File: src/rtl/hdmi_packet_pkg.sv
// Shared HDMI data-island packet type codes and scheduler state encoding.
// Imported by the packet scheduler and its arbiter.
package hdmi_packet_pkg;
    localparam logic [7:0] PKT_NULL         = 8'h00;
    localparam logic [7:0] PKT_ACR          = 8'h01;
    localparam logic [7:0] PKT_AUDIO_SAMPLE = 8'h02;
    localparam logic [7:0] PKT_AVI          = 8'h82;
    localparam logic [7:0] PKT_SPD          = 8'h83;
    localparam logic [7:0] PKT_AUDIO_IF     = 8'h84;

    typedef enum logic {
        IDLE,
        SEND
    } sched_state_t;
endpackage

File: src/rtl/round_robin_arbiter.sv
// Round-robin arbiter with one-hot grant; pointer moves past the
// granted index only when advance is asserted.
module round_robin_arbiter
    import hdmi_packet_pkg::*;
#(
    parameter int WIDTH = 3
) (
    input  logic             clk_pixel,
    input  logic             reset_n,
    input  logic [WIDTH-1:0] req,
    input  logic             advance,
    output logic [WIDTH-1:0] grant
);
    localparam int PW = (WIDTH > 1) ? $clog2(WIDTH) : 1;

    logic [PW-1:0] ptr;
    logic [PW-1:0] gidx;
    logic          found;
    int            idx;

    always_comb begin
        grant = '0;
        gidx  = ptr;
        found = 1'b0;
        idx   = 0;
        for (int i = 0; i < WIDTH; i++) begin
            idx = (int'(ptr) + i) % WIDTH;
            if (!found && req[idx]) begin
                found      = 1'b1;
                grant[idx] = 1'b1;
                gidx       = PW'(idx);
            end
        end
    end

    always_ff @(posedge clk_pixel or negedge reset_n) begin
        if (!reset_n) begin
            ptr <= '0;
        end else if (advance && found) begin
            ptr <= (gidx == PW'(WIDTH - 1)) ? '0 : gidx + PW'(1);
        end
    end
endmodule

File: src/rtl/packet_scheduler.sv
// Data-island packet scheduler: fixed-priority ACR, round-robin
// streams, per-frame InfoFrames, then optional null fill.
module packet_scheduler
    import hdmi_packet_pkg::*;
#(
    parameter int                    NUM_REQ        = 4,
    parameter logic [NUM_REQ*8-1:0]  REQ_TYPE       = {8'h02, 8'h02, 8'h02, 8'h01},
    parameter int                    PACKET_CYCLES  = 32,
    parameter bit                    NULL_FILL      = 1'b1,
    parameter logic [2:0]            INFOFRAME_MASK = 3'b111
) (
    input  logic               clk_pixel,
    input  logic               reset_n,
    input  logic               slot_start,
    input  logic               frame_start,
    input  logic [NUM_REQ-1:0] req,
    input  logic               clear_status,
    output logic [NUM_REQ-1:0] ack,
    output logic               packet_enable,
    output logic [7:0]         packet_type,
    output logic               busy,
    output logic               overrun,
    output logic               infoframe_miss
);
    localparam int CW = $clog2(PACKET_CYCLES + 1);
    localparam int W  = NUM_REQ - 1;
    localparam logic [CW-1:0] TERM = CW'(PACKET_CYCLES);

    sched_state_t        state;
    logic [CW-1:0]       cnt;
    logic [2:0]          pending;
    logic [W-1:0]        rr_grant;
    logic                rr_adv;
    logic                idle;
    logic                sel_valid;
    logic [7:0]          sel_type;
    logic [NUM_REQ-1:0]  sel_ack;
    logic [2:0]          sel_if;

    assign idle = (state == IDLE);

    round_robin_arbiter #(.WIDTH(W)) u_rr (
        .clk_pixel (clk_pixel),
        .reset_n   (reset_n),
        .req       (req[NUM_REQ-1:1]),
        .advance   (rr_adv),
        .grant     (rr_grant)
    );

    always_comb begin
        sel_valid = 1'b0;
        sel_type  = PKT_NULL;
        sel_ack   = '0;
        sel_if    = '0;
        rr_adv    = 1'b0;
        if (req[0]) begin
            sel_valid  = 1'b1;
            sel_type   = REQ_TYPE[7:0];
            sel_ack[0] = 1'b1;
        end else if (|req[NUM_REQ-1:1]) begin
            sel_valid = 1'b1;
            rr_adv    = slot_start && idle;
            for (int i = 1; i < NUM_REQ; i++) begin
                if (rr_grant[i-1]) begin
                    sel_ack[i] = 1'b1;
                    sel_type   = REQ_TYPE[i*8 +: 8];
                end
            end
        end else if (pending[0]) begin
            sel_valid = 1'b1;
            sel_type  = PKT_AVI;
            sel_if    = 3'b001;
        end else if (pending[1]) begin
            sel_valid = 1'b1;
            sel_type  = PKT_AUDIO_IF;
            sel_if    = 3'b010;
        end else if (pending[2]) begin
            sel_valid = 1'b1;
            sel_type  = PKT_SPD;
            sel_if    = 3'b100;
        end else if (NULL_FILL) begin
            sel_valid = 1'b1;
        end
    end

    always_ff @(posedge clk_pixel or negedge reset_n) begin
        if (!reset_n) begin
            state          <= IDLE;
            cnt            <= '0;
            ack            <= '0;
            packet_enable  <= 1'b0;
            packet_type    <= PKT_NULL;
            busy           <= 1'b0;
            overrun        <= 1'b0;
            infoframe_miss <= 1'b0;
            pending        <= '0;
        end else begin
            ack           <= '0;
            packet_enable <= 1'b0;
            unique case (state)
                IDLE: begin
                    if (slot_start && sel_valid) begin
                        state         <= SEND;
                        cnt           <= CW'(1);
                        ack           <= sel_ack;
                        packet_enable <= 1'b1;
                        packet_type   <= sel_type;
                        busy          <= 1'b1;
                    end
                end
                SEND: begin
                    if (cnt == TERM) begin
                        state       <= IDLE;
                        cnt         <= '0;
                        busy        <= 1'b0;
                        packet_type <= PKT_NULL;
                    end else begin
                        cnt <= cnt + CW'(1);
                    end
                end
            endcase

            if (slot_start && !idle) overrun <= 1'b1;
            else if (clear_status)   overrun <= 1'b0;

            // A frame_start reload overrides a same-cycle grant clear.
            if (frame_start)                pending <= INFOFRAME_MASK;
            else if (slot_start && idle)    pending <= pending & ~sel_if;

            if (frame_start && |pending) infoframe_miss <= 1'b1;
            else if (clear_status)       infoframe_miss <= 1'b0;
        end
    end
endmodule

File: config.mk
export PLATFORM = sky130hd
export DESIGN_NAME = packet_scheduler
export DESIGN_NICKNAME = d
export VERILOG_FILES = /design/src/rtl/hdmi_packet_pkg.sv /design/src/rtl/round_robin_arbiter.sv /design/src/rtl/packet_scheduler.sv
export SDC_FILE = /design/constraint.sdc
export NUM_CORES = 1
export LEC_CHECK = 0
export CAP_MARGIN = 30
export CORE_UTILIZATION = 23
export CTS_CLUSTER_DIAMETER = 100
export DETAILED_ROUTE_END_ITERATION = 10
export PLACE_DENSITY = 0.38
export SYNTH_ARGS = -nofsm -noshare
export SYNTH_HDL_FRONTEND = slang
export SYNTH_SLANG_ARGS = --single-unit
File: constraint.sdc
create_clock -name clk_pixel -period 2.91 [get_ports clk_pixel]
set_clock_uncertainty 0.2 [all_clocks]
set_input_delay 0.7275 -clock clk_pixel [delete_from_list [all_inputs] [get_ports clk_pixel]]
set_output_delay 0.7275 -clock clk_pixel [all_outputs]
set_load 0.05 [all_outputs]
# Word-level counts from Yosys, hierarchy flattened
# Index checks and enable logic that the tools add are counted.
# Widths: inputs -> output; s select.
dict set report op_classes {
  n_addsub 4
  n_div 3
  order_cmp 6
  n_eq_ne 4
  mux 66
  bitwise 5
  n_reduce_logical 17
}
# cell n
set op_table {}
lappend op_table {{$ge 32x1->1 const B} 3}
lappend op_table {{$lt 32x4->1 const B} 3}
lappend op_table {{$mux 8} 9}
lappend op_table {{$mod 32x3->32 const B} 2}
lappend op_table {{$mux 3} 12}
lappend op_table {{$mod 3x3->32 const B} 1}
lappend op_table {{$mux 1} 26}
lappend op_table {{$pmux 8 s2} 1}
lappend op_table {{$mux 6} 2}
lappend op_table {{$pmux 6 s2} 1}
lappend op_table {{$mux 2} 5}
lappend op_table {{$logic_and 1x1->1} 9}
lappend op_table {{$mux 4} 2}
lappend op_table {{$add 6x1->6 const B} 1}
lappend op_table {{$bmux 1 s2} 3}
lappend op_table {{$demux 1 s2} 3}
lappend op_table {{$eq 6x6->1 const B} 1}
lappend op_table {{$or 3x3->3} 2}
lappend op_table {{$reduce_bool 2->1} 3}
lappend op_table {{$reduce_or 3->1} 2}
lappend op_table {{$pmux 1 s2} 2}
lappend op_table {{$add 2x1->3 const B} 1}
lappend op_table {{$add 2x2->3 const B} 1}
lappend op_table {{$and 3x3->3} 1}
lappend op_table {{other kinds (8)} 9}
dict set report word_totals {
  register_bits 28
  in_bits 9
  out_inout_bits 16
  wordCells 115
}

# Logic depth before layout (Yosys ltp)
# Gate-level depths: netlist (run 1).
dict set report depth {
  depth_word 18
  depth_mapped 9
  mapped_depth_nobuf 7
}

# Cells and area by module
# From an unflattened synthesis (run 1), not the netlist that was laid out.
dict set report hier_totals {
  hier_cells 147
  area_unflattened_um2 1468.9
}
# mod instances cells_per_inst area_each_um2 seq_area_each_um2
set by_module_without_submodules {}
lappend by_module_without_submodules {packet_scheduler 1 93 1028.5 550.5}
lappend by_module_without_submodules {round_robin_arbiter 1 54 440.4 50.0}

# Worst setup path after synthesis (run 1)
# No wires, ideal clock.
dict set report synth_timing {
  path_type {input -> register}
  from {input req[1]}
  to {register u_rr.ptr[1]}
  setup_time_ns 0.103
  arrival_ns 1.852
  required_time_ns 2.607
  path_slack_ns 0.755
  cell_stages 6
  path_buffers 1
  cell_sequence {buf_2 -> mux2_4 -> o22ai_2 -> a31o_1 -> o31a_1 -> o41ai_2}
}
dict set report synth_between {
  elab_chain_len 12
  elab_cells_between_ends 26
  cone_classes {add/sub: 1; eq/ne: 1; mux: 18; reduce/logical: 6}
}
# element line
set synth_rtl {}
lappend synth_rtl {{start: declaration} packet_scheduler.sv:16} ;# input logic [NUM_REQ-1:0] req,
lappend synth_rtl {{$bmux 1 s2} round_robin_arbiter.sv:28} ;# if (!found && req[idx]) begin
lappend synth_rtl {{$mux 1 (implied by the code) (2 in a row)} round_robin_arbiter.sv:28}
lappend synth_rtl {{$mux 1} round_robin_arbiter.sv:28}
lappend synth_rtl {{$logic_not 1->1} round_robin_arbiter.sv:28}
lappend synth_rtl {{$logic_and 1x1->1} round_robin_arbiter.sv:28}
lappend synth_rtl {{$mux 1} round_robin_arbiter.sv:28}
lappend synth_rtl {{$logic_not 1->1} round_robin_arbiter.sv:28}
lappend synth_rtl {{$logic_and 1x1->1} round_robin_arbiter.sv:28}
lappend synth_rtl {{$mux 2} round_robin_arbiter.sv:28}
lappend synth_rtl {{$add 2x1->2 or $eq 2x2->1 (tied branches)} round_robin_arbiter.sv:40} ;# ptr <= (gidx == PW'(WIDTH - 1)) ? '0 : gidx + PW'(1);
lappend synth_rtl {{$mux 2} round_robin_arbiter.sv:40}
lappend synth_rtl {{end signal: assignment} round_robin_arbiter.sv:40}
lappend synth_rtl {{end: declaration} round_robin_arbiter.sv:16} ;# logic [PW-1:0] ptr;
# Parallel ways exist; a longest one is shown, timed or not. The select of a mux whose other input is x is not followed.
# A chain may end at the register's enable or synchronous reset.

# Worst setup path after layout (run 1)
# Same ends and word-level chain as after synthesis.

==> impl_metrics.py, run 1 <==
metrics = {
    "sta": {
        "slew_headroom": 0.658,
        "worst_setup_margin_ns": 0.320,
        "final.min_clock_period_ns": 2.59,
        "tightestPinTransition_ns": 0.512,
        "fin_tns_setup_ns": 0,
        "grt_setup_unrepaired": "false",
        "report.final.hold_viol_count": 0,
        "setup-violations-final": 0,
        "achievable-frequency_mhz": 386,
        "report.final.slew_viol_count": 0,
        "min_period_over_period": 0.890,
    },
    "synth": {
        "postSynth.topFlopCell": "dfrtp_1",
        "synth-edff-count": 0,
        "yosys_register_bits": 24,
        "yosys_synthesis_warning_count": 0,
        "synth_commonest_cells": "dfrtp_1, nand2_1, inv_1",
        "synth_top_cell_by_area": "dfrtp_1",
        "synthesis.instances": 176,
        "synth_area_per_cell_um2": 8.94,
        "synth-async-reset-ratio": 1.00,
        "synth.cell_area_um2": 1570,
        "synth.most_common_cell": "dfrtp_1",
        "seq_area_frac_synth": 0.382,
        "synth_cell_type_count": 54,
        "synth.top_cell.area_share": 0.382,
        "synthTopCellsByArea": "dfrtp_1, ha_1, nand2_1",
    },
    "cts": {
        "clock-sinks": 24,
        "post_cts_resize_count": 0,
        "cts_tree": "done",
        "clock_tree.htree_level_count": 1,
        "cts_setup_buffers": 0,
        "cts_root_buf": "clkbuf_8",
        "clock_tree.buffer_depth": 2,
        "clkLatencyLatePin_ns": 0.27,
        "cts_hold_repair.buffers": 0,
        "clkTransAtPathRegs_ns": 0.10,
        "cts_made_buffers": 3,
    },
    "critical_path": {
        "worst-endpoint-arrival_ns": 2.55,
        "worst_ep_required_time_ns": 2.87,
        "slowest_cell_on_crit_path": "clkdlybuf4s50_1",
        "highest_net_fanout_along_the_worst_path": 10,
        "cp_cell_sequence": "clkdlybuf4s50_1 -> mux2_4 -> o22ai_2 -> a31o_1 -> o31a_1 -> o41ai_2",
        "critical_path_class": "in2reg",
        "reg2regPathDepth": 7,
        "critical_path.startpoint_type": "input pin",
        "end_kind": "flip-flop",
        "timing.critical_path.slowest_cell_delay_ns": 0.68,
    },
    "detailed_routing": {
        "detail_route.first_pass.iterations": 7,
        "dr_iter_0_viols": 33,
        "detail_route.vias_per_cell": 4.82,
        "ant_nets": 0,
        "remaining_drc_errors": 1,
        "avgRoutedWirePerCell_um": 13.8,
        "route.final.wire_length_mm": 3.76,
        "vias": 1315,
    },
    "hold_path": {
        "number_of_cells_traversed_by_the_worst_hold_path": 2,
        "timing.hold.worst.class": "reg2reg",
    },
    "cells_and_area": {
        "drive_gt1_frac": 0.0918,
        "area_growth_pct": 21.6,
        "fin_util": 0.295,
        "number_of_filler_instances_in_the_final_layout": 687,
        "finish.net_count": 212,
        "diodes": 0,
        "final_design_area_no_fill_um2": 1910,
    },
    "die": {
        "fp.dieArea_um2": 7180,
        "std_cell_rows": 29,
        "floorplan.initialDensity": 0.242,
        "io_pins": 25,
        "fp.coreArea_um2": 6490,
        "fp.dieW_um": 84.7,
        "fp.dieH_um": 84.7,
    },
    "pwr": {
        "ir_worst_vdd_mv": 0.268,
        "ratio_of_total_power_to_cell_area_nw_per_um2": 810,
        "power_mw": 1.55,
        "total_leakage_power_nw": 0.828,
    },
    "grt": {
        "grt_antenna_before_repair": 0,
        "grt_max_degree": 25,
        "grt-ovfl-total": 0,
        "grt_pass1_vias": 1278,
        "wire_length_of_the_first_global_routing_pass_mm": 6.30,
        "groute.usage.overall": 0.109,
    },
    "placement": {
        "dp_area_um2": 1840,
        "pre_cts_slack_ns": 0.0451,
        "gp_congestion": 0.782,
        "dpl.hpwl_mm": 2.87,
        "numPortBuffers": 20,
    },
    "run_status": {
        "outcome": "complete, but fails checks",
        "violations": "design-rule violations",
    },
    "run": {
        "maxCapViolCount": 0,
    },
}
[cell type report]
type | count | area, µm² | area share
clock inverter | 1 | 30.0 | 0.0157
tap | 77 | 96.3 | 0.0503
sequential | 24 | 601 | 0.314
inverter | 13 | 48.8 | 0.0255
multi-input combinational | 129 | 852 | 0.445
clock buffer | 3 | 41.3 | 0.0216
timing repair buffer | 26 | 245 | 0.128
[placed cells by master, fill, tap and decap left out, types with 6 or more instances in the layout]
master / instances
a21oi_1: 8
a22o_1: 6
buf_4: 6
clkdlybuf4s50_1: 20
dfrtp_1: 24
ha_1: 6
inv_1: 12
mux2i_1: 6
nand2_1: 20
nand3_1: 7
nor2_1: 10
[kinds of logic (layout without fill, tap and decap cells)]
| logic type | count (synthesis) | after routing | share of synthesized area |
|---|---|---|---|
| other | 1 | 4 | 0.00238 |
| adder cells (fa/ha/maj) | 6 | 6 | 0.0477 |
| flip-flops | 24 | 24 | 0.382 |
| multiplexers | 7 | 7 | 0.0477 |
| AND/OR/NAND/NOR | 59 | 59 | 0.188 |
| buffers and inverters | 26 | 43 | 0.0843 |
| AO/OA/AOI/OAI | 51 | 51 | 0.238 |
| XOR/XNOR | 2 | 2 | 0.0111 |
[registers in the layout, summed over array words and instances (netlist names)]
signal,count
ack,4
infoframe_miss,1
pending,3
packet_enable,1
u_rr.ptr,2
busy,1
overrun,1
cnt,6
state,1
packet_type,4
[per-stage QoR]
stage | instances | hold WS [ns]
3_5_place_dp | 269 | 0.286
2_1_floorplan | 179 | 0.232
6_report | 273 | 0.303
4_1_cts | 273 | 0.309
3_3_place_gp | 269 | 0.276
5_1_grt | 273 | 0.333
[final timing paths]
kind                       slack, ns             end           start
setup / recovery                0.32     u_rr.ptr[1]          req[1]
hold / removal                  0.30  packet_type[0]  packet_type[0]
setup reg to reg                0.43  packet_type[1]     u_rr.ptr[1]
hold reg to reg                 0.30  packet_type[0]  packet_type[0]
max in group asynchronous       1.64  packet_type[1]         reset_n
min in group asynchronous       0.61          ack[3]         reset_n
[report_power, final]
group          total, mW  internal (mW)  switching, mW
Clock              0.296          0.184          0.112
Combinational      0.753          0.325          0.427
Sequential         0.502          0.410         0.0921
[worst max-delay path, delay by kind of cell]
kind / cells / cell delay (ns)
AO/OA/AOI/OAI: 4 / 0.88
buffers and inverters: 1 / 0.68
multiplexers: 1 / 0.26
[layer usage]
metal	share of wire	track usage	up-vias	wire [µm]
met5	0	0	-	0
met4	0.0082	0.0324	0	31
met3	0.021	0.0128	2	78
met2	0.47	0.175	17	1780
met1	0.50	0.155	631	1870
li1	-	-	665	-
Note: power is estimated with default switching activity, not from simulation.
==> run 2, diff against run 1 <==
CORE_MARGIN = 5   (was default)
HOLD_SLACK_MARGIN = 0.08   (was default)
SYNTH_HIERARCHICAL = 1   (was default)
==> run 2 against run 1 <==
Effect of this change:
- the run now ends clean
- synthesized cell count down 16%
- clock power is 1% lower
- sequential cell count is the same
- setup slack got worse by 0.033 ns
- largest cell class unchanged
- area after synthesis is 6.7% lower
- global-route usage shrank 2.5 points
- combinational power grew 17%
- largest power group unchanged
- die area up 13%
- power up 9.5%
- sequential power up 4.6%
- critical path depth up 3
- critical path type unchanged
==> impl_metrics.py, run 2 <==
metrics = {
    "die": {
        "floorplan.initialDensity": 0.234,
        "std_cell_rows": 29,
        "fp.coreArea_um2": 6280,
        "io_pins": 25,
        "fp.dieArea_um2": 8080,
        "fp.dieH_um": 89.9,
        "fp.dieW_um": 89.9,
    },
    "placement": {
        "pre_cts_slack_ns": -0.0242,
        "gp_congestion": 0.732,
        "numPortBuffers": 20,
        "dpl.hpwl_mm": 2.58,
        "dp_area_um2": 1790,
    },
    "critical_path": {
        "highest_net_fanout_along_the_worst_path": 6,
        "slowest_cell_on_crit_path": "clkdlybuf4s50_1",
        "timing.critical_path.slowest_cell_delay_ns": 0.45,
        "critical_path_class": "in2reg",
        "end_kind": "flip-flop",
        "critical-path-top-cell-by-count": "a21oi_1",
        "worst-endpoint-arrival_ns": 2.59,
        "cp_cell_sequence": "clkdlybuf4s50_1 -> buf_4 -> mux2i_2 -> o22ai_2 -> a221oi_1 -> a21oi_1 -> nor4_1 -> a21oi_1 -> a22o_1",
        "worst_ep_required_time_ns": 2.87,
        "critical_path.top_delay_family": "compound AO/OA/AOI/OAI gates",
        "timing.critical_path.buf_inv": 2,
        "critical_path.startpoint_type": "input pin",
        "reg2reg_slack_ns": 0.32,
    },
    "synth": {
        "synth.cell_area_um2": 1470,
        "yosys_register_bits": 24,
        "synth_commonest_cells": "dfrtp_1, inv_1, nand2_1",
        "synth-async-reset-ratio": 1.00,
        "synth-edff-count": 0,
        "synth_cell_type_count": 55,
        "synth_area_per_cell_um2": 9.99,
        "synthesis.instances": 147,
        "synth.most_common_cell": "dfrtp_1",
        "synth.top_cell.area_share": 0.409,
        "synthTopCellsByArea": "dfrtp_1, ha_1, a22o_1",
        "seq_area_frac_synth": 0.409,
        "synth_top_cell_by_area": "dfrtp_1",
        "yosys_synthesis_warning_count": 6,
        "postSynth.topFlopCell": "dfrtp_1",
    },
    "sta": {
        "grt_setup_unrepaired": "false",
        "min_period_over_period": 0.901,
        "report.final.hold_viol_count": 0,
        "worst_setup_margin_ns": 0.288,
        "slew_headroom": 0.644,
        "setup-violations-final": 0,
        "final.min_clock_period_ns": 2.62,
        "achievable-frequency_mhz": 381,
        "tightestPinTransition_ns": 0.534,
        "report.final.slew_viol_count": 0,
        "fin_worst_hold_slack_ns": 0.314,
        "fin_tns_setup_ns": 0,
    },
    "detailed_routing": {
        "avgRoutedWirePerCell_um": 13.5,
        "route.final.wire_length_mm": 3.40,
        "ant_nets": 0,
        "detail_route.vias_per_cell": 4.59,
        "route.layer.met1.wl_mm": 1.70,
        "met2WireLength_mm": 1.56,
        "remaining_drc_errors": 0,
        "detail_route.first_pass.iterations": 4,
        "vias": 1162,
        "dr_iter_0_viols": 43,
        "route.top_layer_used": "met4",
        "wl_met3_um": 133,
    },
    "cells_and_area": {
        "drive_gt1_frac": 0.176,
        "layout_top_registers": "cnt: 6 flops, ack: 4 flops, packet_type: 4 flops",
        "largest_register_ff_count": 6,
        "largest_register": "cnt",
        "layout_commonest_cell": "dfrtp_1",
        "final_design_area_no_fill_um2": 1880,
        "finish.net_count": 192,
        "diodes": 0,
        "area_growth_pct": 27.7,
        "layout_common_cells": "dfrtp_1, clkdlybuf4s50_1, inv_1",
    },
    "grt": {
        "grt_max_degree": 25,
        "grt_antenna_before_repair": 0,
        "grt_pass1_vias": 1171,
        "grt-ovfl-total": 0,
        "wire_length_of_the_first_global_routing_pass_mm": 5.82,
        "groute.usage.overall": 0.0848,
    },
    "cts": {
        "cts_root_buf": "clkbuf_8",
        "cts_hold_repair.buffers": 0,
        "clock-sinks": 24,
        "clkTransAtPathRegs_ns": 0.09,
        "clock_tree.htree_level_count": 1,
        "clock_tree.buffer_depth": 2,
        "cts_made_buffers": 3,
        "cts_tree": "done",
        "clkLatencyLatePin_ns": 0.27,
    },
    "run_status": {
        "outcome": "finished clean",
    },
    "pwr": {
        "total_leakage_power_nw": 0.808,
        "ir_worst_vdd_mv": 0.396,
        "ratio_of_total_power_to_cell_area_nw_per_um2": 905,
    },
    "run": {
        "maxCapViolCount": 0,
    },
    "hold_path": {
        "timing.hold.worst.class": "reg2reg",
    },
}
==> run 2: stage by stage <==
| stage | util | power [mW] | instances |
|---|---|---|---|
| after CTS | 0.297 | 1.70 | 253 |
| after global routing | 0.299 | 1.83 | 253 |
| after detailed placement | 0.286 | 1.39 | 249 |
| after global placement | 0.286 | 1.39 | 249 |
| after floorplan | - | 1.17 | 150 |
| final | 0.299 | 1.70 | 253 |
==> run 2: logic make-up after synthesis <==
kind of cell    Yosys count  share of synthesized area
xor+xnor                  2                     0.0119
flops                    24                      0.409
simple gates             44                      0.187
other cells               1                    0.00255
compound gates           46                      0.244
fa+ha+maj                 6                     0.0511
buf+inv                  21                     0.0724
mux                       3                     0.0230
==> run 2: final timing paths <==
kind                                 from             end  cells past startpoint
max                                req[1]  packet_type[1]                      9
max reg2reg                   u_rr/ptr[0]  packet_type[1]                      9
min reg2reg                packet_type[7]  packet_type[7]                      1
min                        packet_type[7]  packet_type[7]                      1
max in group asynchronous         reset_n  packet_type[0]                      2
min in group asynchronous         reset_n          cnt[2]                      2
==> run 2: final cells by class <==
class | count | area, µm²
Inverter | 13 | 48.8
Multi-Input combinational cell | 105 | 783
Sequential cell | 24 | 601
Tap cell | 77 | 96.3
Fill cell | 662 | 4400
Timing Repair Buffer | 30 | 275
Clock buffer | 3 | 41.3
Clock inverter | 1 | 30.0
==> run 2: metal layers <==
layer  vias to the layer above  GRT usage
li1                        584          -
met1                       549      0.119
met2                        27      0.131
met3                         2     0.0267
met4                         0     0.0112
met5                         -          0
==> run 2: power breakdown <==
part	total [mW]	internal, mW	switching, mW
registers	0.525	0.420	0.105
clock network	0.292	0.184	0.108
logic	0.880	0.388	0.491
==> run 2: repair_timing <==
item                       4_1_cts  5_1_grt
setup buffers                    0        0
setup endpoints to repair        0        1
resized for setup                0        3
==> run 2: worst reg2reg max path, cell delays in order, from the launching register on <==
cell and delay, ns:
dfrtp_1 0.42, inv_1 0.08, ha_2 0.42, mux2i_2 0.32, o21ai_2 0.12, a221oi_1 0.31, a21oi_1 0.09, nor4_1 0.30
a21oi_1 0.07, a22o_1 0.18
==> run 3, diff against run 2 <==
CORE_MARGIN = 10   (was 5)
CTS_BUF_LIST = sky130_fd_sc_hd__clkbuf_4 sky130_fd_sc_hd__clkbuf_8 sky130_fd_sc_hd__clkbuf_16   (was default)
==> run 3 against run 2 <==
Effect of this change:
- count of clock-buffer cells in the layout unchanged
- register-to-register slack got worse by 0.03 ns
- worst hold slack worse by 0.021 ns
- utilization up 0.12 points
- critical path type is now reg2reg
==> impl_metrics.py, run 3 (synthesis results as in run 2) <==
metrics = {
    "run_status": {
        "outcome": "finished clean",
    },
    "detailed_routing": {
        "detail_route.vias_per_cell": 4.53,
        "vias": 1150,
        "detail_route.first_pass.iterations": 4,
        "ant_nets": 0,
        "remaining_drc_errors": 0,
        "dr_iter_0_viols": 51,
        "route.final.wire_length_mm": 3.57,
        "avgRoutedWirePerCell_um": 14.0,
    },
    "grt": {
        "groute.usage.overall": 0.0710,
        "grt_pass1_vias": 1213,
        "use_met2": 0.116,
        "grtUsageMet1": 0.0857,
        "global_route.usage.met3": 0.0227,
        "grt_max_degree": 25,
        "global_route.peak_usage_layer": "met2",
        "wire_length_of_the_first_global_routing_pass_mm": 5.90,
        "grt-ovfl-total": 0,
        "grt_antenna_before_repair": 0,
    },
    "die": {
        "io_pins": 25,
        "fp.dieW_um": 99.9,
        "fp.dieArea_um2": 9980,
        "fp.dieH_um": 99.9,
        "std_cell_rows": 29,
        "floorplan.initialDensity": 0.234,
        "fp.coreArea_um2": 6280,
    },
    "cts": {
        "cts_made_buffers": 3,
        "clock_tree.buffer_depth": 2,
        "cts_root_buf": "clkbuf_8",
        "clkTransAtPathRegs_ns": 0.09,
        "clock_tree.htree_level_count": 1,
        "cts_hold_repair.buffers": 0,
        "clkLatencyLatePin_ns": 0.27,
        "clock-sinks": 24,
        "cts_tree": "done",
    },
    "placement": {
        "pre_cts_slack_ns": -0.0596,
        "numPortBuffers": 20,
        "place.detailed.instances": 250,
        "gp_congestion": 0.826,
        "dp_area_um2": 1800,
        "dpl.hpwl_mm": 2.73,
    },
    "pwr": {
        "ir_worst_vdd_mv": 0.297,
        "power_mw": 1.71,
        "total_leakage_power_nw": 0.814,
        "ratio_of_total_power_to_cell_area_nw_per_um2": 910,
    },
    "cells_and_area": {
        "layout_commonest_cell": "dfrtp_1",
        "drive_gt1_frac": 0.181,
        "finish.net_count": 193,
        "area_growth_pct": 28.2,
        "layout_common_cells": "dfrtp_1, clkdlybuf4s50_1, inv_1",
        "final_cells": 254,
        "final_design_area_no_fill_um2": 1880,
        "register_area_um2": 601,
        "layout_top_registers": "cnt: 6 flops, ack: 4 flops, packet_type: 4 flops",
        "diodes": 0,
        "multi_input_area_um2": 783,
        "largest_register_ff_count": 6,
        "number_of_filler_instances_in_the_final_layout": 663,
        "largest_register": "cnt",
    },
    "sta": {
        "fin_worst_hold_slack_ns": 0.294,
        "min_period_over_period": 0.901,
        "achievable-frequency_mhz": 382,
        "report.final.hold_viol_count": 0,
        "slew_headroom": 0.649,
        "setup-violations-final": 0,
        "worst_setup_margin_ns": 0.289,
        "grt_setup_unrepaired": "false",
        "report.final.slew_viol_count": 0,
        "final.min_clock_period_ns": 2.62,
        "tightestPinTransition_ns": 0.525,
    },
    "critical_path": {
        "end_kind": "flip-flop",
        "worst_ep_required_time_ns": 2.88,
        "highest_net_fanout_along_the_worst_path": 8,
        "critical_path_class": "reg2reg",
        "worst-endpoint-arrival_ns": 2.59,
        "critical_path.startpoint_type": "flip-flop",
    },
    "hold_path": {
        "timing.hold.worst.class": "reg2reg",
    },
    "run": {
        "maxCapViolCount": 0,
    },
}
## run 3: cell types whose count changed in the layout (fill, tap and decap cells not counted)
cell	before	now
buf_4	10	11
## run 3: final timing paths
path                                  end  cells after the start      startpoint  slack, ns
max                        packet_type[1]                      9     u_rr/ptr[0]       0.29
min                        packet_type[7]                      1  packet_type[7]       0.29
max reg2reg                packet_type[1]                      9     u_rr/ptr[0]       0.29
min reg2reg                packet_type[7]                      1  packet_type[7]       0.29
max in group asynchronous  packet_type[7]                      2         reset_n       1.65
min in group asynchronous          ack[3]                      2         reset_n       0.61
## run 3: where the power goes
part           internal (mW)  switching (mW)  leakage, nW
sequential             0.420          0.0990        0.291
clock                  0.184           0.113       0.0357
combinational          0.396           0.502        0.487
## run 3: cell type report
| type | count | area share |
|---|---|---|
| Inverter | 13 | 0.0259 |
| Clock inverter | 1 | 0.0159 |
| Multi-Input combinational cell | 105 | 0.416 |
| Tap cell | 77 | 0.0512 |
| Clock buffer | 3 | 0.0219 |
| Sequential cell | 24 | 0.319 |
| Timing Repair Buffer | 31 | 0.150 |
## run 3: through the flow
| step | setup TNS (ns) | utilization |
|---|---|---|
| 3_5_place_dp | -0.0596 | 0.287 |
| 4_1_cts | 0 | 0.298 |
| 6_report | 0 | 0.300 |
| 5_1_grt | 0 | 0.300 |
| 2_1_floorplan | 0 | - |
| 3_3_place_gp | 0 | 0.287 |
## run 3: per-layer routing
metal / vias up / share of wire
li1: 582 / -
met1: 541 / 0.46
met2: 19 / 0.48
met3: 8 / 0.048
met4: 0 / 0.014
met5: - / 0
## run 3: worst max-delay path: stages (launching register included)
cell and delay (ns):
dfrtp_1 0.42, inv_1 0.09, ha_2 0.43, mux2i_2 0.31, o21ai_2 0.11, a221oi_1 0.29, a21oi_1 0.08, nor4_1 0.32
a21oi_1 0.07, a22o_1 0.18
## run 3: what timing repair did
| action | in CTS | in global routing |
|---|---|---|
| setup endpoints to repair | 0 | 1 |
| buffers inserted | 0 | 0 |
| resized for setup | 0 | 3 |
